[config.mk]
export PLATFORM = sky130hd
export DESIGN_NAME = instr_fetch
export DESIGN_NICKNAME = d
export VERILOG_FILES = /design/src/rtl/instr_fetch.sv
export SDC_FILE = /design/constraint.sdc
export NUM_CORES = 1
export LEC_CHECK = 0
export ABC_AREA = 0
export BUFFER_PORTS_ARGS = -buffer_cell sky130_fd_sc_hd__buf_4
export CORE_MARGIN = 5
export CORE_UTILIZATION = 47
export DETAILED_ROUTE_END_ITERATION = 8
export HOLD_SLACK_MARGIN = 0.06
export PLACE_DENSITY = 0.77
export SETUP_SLACK_MARGIN = 0.5
export SLEW_MARGIN = 10
export SYNTH_ARGS = -nofsm -noshare
export SYNTH_HDL_FRONTEND = slang
export SYNTH_SLANG_ARGS = --single-unit
[constraint.sdc]
create_clock -name clk -period 1.6 [get_ports clk]
set_clock_uncertainty 0.15 [all_clocks]
set_input_delay 0.48 -clock clk [delete_from_list [all_inputs] [get_ports clk]]
set_output_delay 0.48 -clock clk [all_outputs]
set_load 0.05 [all_outputs]
[src/rtl/instr_fetch.sv]
// instr_fetch: fetch stage between the PC register and decode.
// One outstanding 64-bit read; redirects discard stale or in-flight words.
module instr_fetch #(
  parameter int ADDR_W  = 32,
  parameter int INSTR_W = 64
) (
  input  logic               clk,
  input  logic               rst,
  input  logic [ADDR_W-1:0]  pc_in,
  input  logic               flush,
  output logic               pc_latch,
  output logic               mem_req,
  output logic [ADDR_W-1:0]  mem_addr,
  input  logic               mem_ack,
  input  logic [INSTR_W-1:0] mem_rdata,
  output logic [INSTR_W-1:0] instr_out,
  output logic [ADDR_W-1:0]  instr_pc,
  output logic               instr_valid,
  input  logic               instr_ready
);

  typedef enum logic [1:0] {
    IDLE  = 2'd0,
    FETCH = 2'd1,
    FULL  = 2'd2
  } state_t;

  state_t               state_q;
  logic                 req_q;
  logic                 drop_q;
  logic                 valid_q;
  logic [ADDR_W-1:0]    addr_q;
  logic [ADDR_W-1:0]    ipc_q;
  logic [INSTR_W-1:0]   instr_q;
  logic [ADDR_W-1:0]    addr_d;

  assign addr_d = pc_in & ~ADDR_W'(7);

  // PC advances on the same edge the word is captured
  assign pc_latch = (state_q == FETCH) & mem_ack
                  & ~drop_q & ~flush;

  always_ff @(posedge clk) begin
    if (rst) begin
      state_q <= IDLE;
      req_q   <= 1'b0;
      drop_q  <= 1'b0;
      valid_q <= 1'b0;
      addr_q  <= '0;
      ipc_q   <= '0;
      instr_q <= '0;
    end else begin
      unique case (state_q)
        IDLE: begin
          addr_q  <= addr_d;
          req_q   <= 1'b1;
          drop_q  <= 1'b0;
          state_q <= FETCH;
        end
        FETCH: begin
          if (mem_ack) begin
            req_q <= 1'b0;
            if (drop_q || flush) begin
              drop_q  <= 1'b0;
              state_q <= IDLE;
            end else begin
              instr_q <= mem_rdata;
              ipc_q   <= addr_q;
              valid_q <= 1'b1;
              state_q <= FULL;
            end
          end else if (flush) begin
            // transaction cannot be aborted; discard its data later
            drop_q <= 1'b1;
          end
        end
        FULL: begin
          if (flush) begin
            valid_q <= 1'b0;
            state_q <= IDLE;
          end else if (instr_ready) begin
            valid_q <= 1'b0;
            addr_q  <= addr_d;
            req_q   <= 1'b1;
            state_q <= FETCH;
          end
        end
        default: begin
          req_q   <= 1'b0;
          valid_q <= 1'b0;
          state_q <= IDLE;
        end
      endcase
    end
  end

  assign mem_req     = req_q;
  assign mem_addr    = addr_q;
  assign instr_out   = instr_q;
  assign instr_pc    = ipc_q;
  assign instr_valid = valid_q;

endmodule

==> flow_summary.ini, run 1 <==
[grt]
global_route.overflow_total = 250
track_usage_pct = 82.6
grt_max_degree = 54
initial_antenna_violation_count = 4

[clock_tree]
htree_num_levels = 4
cts_buffer_depth = 2
cts_root_buffer = clkbuf_8
cts_buffers = 17
clock-sinks = 127

[synthesis]
dominantRegCellSynth = dfxtp_1
synthTopCellsByArea = dfxtp_1 (51%), mux2i_1 (24%), nand2_1 (16%)
synth.yosys.warnings = 0
synth-edff-count = 0
asyncSetResetFlopFracSynth_pct = 0
cell_variety_after_synth = 21
syn-cell-area_um2 = 5010
yosysMostFrequentCell = nand2_1
synthesis.area_per_instance_um2 = 9.43
top_area_cell_type_share_of_the_netlist_area_pct = 50.8
ys_top_cells_by_count = nand2_1 (217), dfxtp_1 (127), mux2i_1 (122)
syn-instance-count = 531
synth_top_area_cell = dfxtp_1
postSynthRegisterBits = 127
seq_area_frac_synth_pct = 50.8

[placed_design]
count_of_buffers_from_port_buffering = 222
placedCellCount = 869
place.detailed.hpwl_um = 9580
routabilityCongestion = 0.793
place_ws_ns = -0.150

[floorplanning]
num_io_pins = 232
placement_rows = 37
die-width_um = 113
die-height_um = 113
floorplan.initialDensity_pct = 48.3

[sta]
kind_of_the_worst_endpoint = top-level output
globalroute.repair_timing.worst_endpoint = pc_latch

[run_status]
status = did not finish
tool.error = [ERROR GRT-0232] Routing congestion too high. Check the congestion heatmap in the GUI.
flow.stopped_at = global routing (5_1_grt)
## per-stage QoR
stage	hold WS, ns	cell area, um^2
2_1_floorplan	0.327	5210
3_3_place_gp	0.290	6990
3_5_place_dp	0.295	6990
4_1_cts	0.0601	9500
## per-layer routing
metal  GRT overflow  GRT usage (%)
met1              1           78.6
met4             99           90.9
met2            150           99.5
met3              0           69.8
met5              0           16.1
## cells by family after synthesis
group                  share of synthesized area [%]
other                                         0.0749
buffers and inverters                           6.50
muxes                                           24.4
DFF                                             50.8
and+or+nand+nor                                 17.3
AOI/OAI and AO/OA                              0.975
## timing repair
action                                 4_1_cts
resized for setup                          247
hold buffers                                67
buffers inserted                            26
endpoints found under the hold margin       70
pin swaps                                    1
setup endpoints to repair                  250
cloned                                       5
==> run 2, diff against run 1 <==
Settings changed: CORE_UTILIZATION 47 to 40, HOLD_SLACK_MARGIN 0.06 to default, PLACE_DENSITY 0.77 to default, PLACE_DENSITY_LB_ADDON from default to 0.15, SETUP_SLACK_MARGIN 0.5 to default.
==> run 2 against run 1 <==
  * The flow now finishes, with violations (setup timing)
  * Synthesized cell count unchanged
  * Area after synthesis unchanged
==> flow_summary.ini, run 2 <==
[final_layout]
p_r_area_growth_vs_syn_pct = 60.6
n_antenna_cell = 0
post_route_cells_drive_above_1_share_pct = 41.4
layout.cells.most_common = nand2_1
nNetsFinal = 859
fillers = 996
final_core_utilization_pct = 66.1
multi_input_area_um2 = 2190
largest_reg_flops = 64
register_area_um2 = 2590
layout.cells.most_common_list = nand2_1 (217), mux2i_1 (120), buf_6 (119)

[floorplanning]
floorplan.die_area_um2 = 14900
die-width_um = 122
die-height_um = 122
core_area_um2 = 12200
floorplan.initialDensity_pct = 41.2
num_io_pins = 232
placement_rows = 40

[synthesis]
postSynthRegisterBits = 127
synth.yosys.warnings = 0
syn-instance-count = 531
syn-cell-area_um2 = 5010
yosysMostFrequentCell = nand2_1
synth_top_area_cell = dfxtp_1
asyncSetResetFlopFracSynth_pct = 0
ys_top_cells_by_count = nand2_1 (217), dfxtp_1 (127), mux2i_1 (122)
synthesis.area_per_instance_um2 = 9.43
cell_variety_after_synth = 21
synth-edff-count = 0
synthTopCellsByArea = dfxtp_1 (51%), mux2i_1 (24%), nand2_1 (16%)
seq_area_frac_synth_pct = 50.8
dominantRegCellSynth = dfxtp_1
top_area_cell_type_share_of_the_netlist_area_pct = 50.8

[power]
ir_drop_uv = 654
pwr_density_cell_nw_per_um2 = 1070
leakage_power_total_nw = 3.74

[run_status]
violations_in_the_final_reports = setup timing
status = finished with violations

[sta]
tightest_slew_ns = 0.526
unrepaired_setup_endpoints_after_global_routing = yes
fmax_ghz = 0.554
hold_viol_final = 0
min_period_ns = 1.80
max_slew_margin_pct = 65.0
final-setup-viol-count = 1
final.setup.worst_slack_ns = -0.204
period_share_pct = 113
timing.final.max_slew_violations = 0
final.hold.worst_slack_ns = 0.133

[critical_path]
crit_arrival_ns = 1.17
crit_fanout = 2
worst_ep_required_time_ns = 0.97
critPathLaunchType = flip-flop
worst_path_class_setup = flip-flop to output port
worst_setup_path_end_kind = output port

[job]
max-cap-violations = 0

[clock_tree]
clock-sinks = 127
cts_buffers = 17
htree_num_levels = 4
cts_buffer_depth = 2
cts_tree = done
clock_insertion_delay_worst_skew_ns = 0.41
clkTransAtPathRegs_ns = 0.05
cts_root_buffer = clkbuf_16
cts_hold_buf = 0

[grt]
global_route_wire_length_before_repair_um = 21300
track_usage_pct = 18.2
initial_antenna_violation_count = 0
global_route.overflow_total = 0
grt_max_degree = 61
via_count_of_the_first_global_routing_pass = 4433

[route]
detail_route.iter0.violations = 214
drtAntennaViolNets = 0
route.detailed.drc = 0
detail_route.vias_per_cell = 4.65
detail_route.wl_per_cell_um = 14.9
dr.pass1.iters = 4
vias = 4370
detail_route.wirelength_um = 14000

[worst_hold_path]
min-delay-path-class = primary input to flip-flop

[placed_design]
routabilityCongestion = 0.721
place.detailed.hpwl_um = 10100
count_of_buffers_from_port_buffering = 222
-- run 2: cell counts after synthesis --
No cell type changed its count.
-- run 2: final cells by class --
class | instances | area share (%)
clock inverters | 6 | 0.996
repair buffers | 246 | 30.5
well taps | 168 | 2.61
clock buffers | 26 | 6.21
flip-flops and latches | 127 | 32.2
inverters | 4 | 0.265
multi-input cells | 362 | 27.2
-- run 2: cell families after synthesis --
| logic type | synth area share (%) |
|---|---|
| multiplexers | 24.4 |
| buffers and inverters | 6.50 |
| AO/OA/AOI/OAI | 0.975 |
| other | 0.0749 |
| AND/OR/NAND/NOR | 17.3 |
| flip-flops | 50.8 |
-- run 2: path summary, 6_finish.rpt --
path,from,to,slack (ns),cells past startpoint
worst max register to register,drop_q,instr_out[60],0.02,8
worst min register to register,instr_out[3],instr_out[3],0.31,2
worst min-delay path,rst,state_q[1],0.13,2
worst max-delay path,drop_q,pc_latch,-0.20,4
-- run 2: repair_timing --
item | in CTS | in global routing
resized for setup | 44 | 124
pin swaps | 1 | 0
buffers inserted | 2 | 1
endpoints found under the setup margin | 41 | 106
gates cloned | 0 | 2
-- run 2: stage by stage --
step	cells	setup slack, ns	instance area, um^2	TNS (ns)	total power, mW
3_5_place_dp	902	-0.131	6850	-7.69	4.82
5_1_grt	939	-0.264	8040	-1.64	8.99
3_3_place_gp	902	-0.121	6850	-5.12	4.79
2_1_floorplan	536	0.0256	5040	0	4.32
4_1_cts	936	-0.224	7600	-0.224	8.63
6_report	939	-0.204	8040	-0.204	8.64
-- run 2: critical path, cell delays in order, from the launching register on --
cell and delay, ns:
dfxtp_2 0.33, nor2_4 0.11, nand4_4 0.09, clkinv_2 0.08, buf_8 0.14
-- run 2: per-layer routing --
| layer | wire length [um] | GRT usage (%) |
|---|---|---|
| met4 | 288 | 8.12 |
| met5 | 0 | 0 |
| met1 | 5230 | 20.0 |
| met2 | 7250 | 31.3 |
| met3 | 1220 | 7.15 |
-- run 2: report_power, final --
group / switching [mW] / total (mW) / internal (mW) / leakage (nW)
combinational: 0.870 / 1.49 / 0.616 / 2.40
sequential: 0.0933 / 3.40 / 3.31 / 1.05
clock: 1.30 / 3.75 / 2.45 / 0.288
total: 2.26 / 8.64 / 6.37 / 3.74
Note: power is estimated with default switching activity, not from simulation.
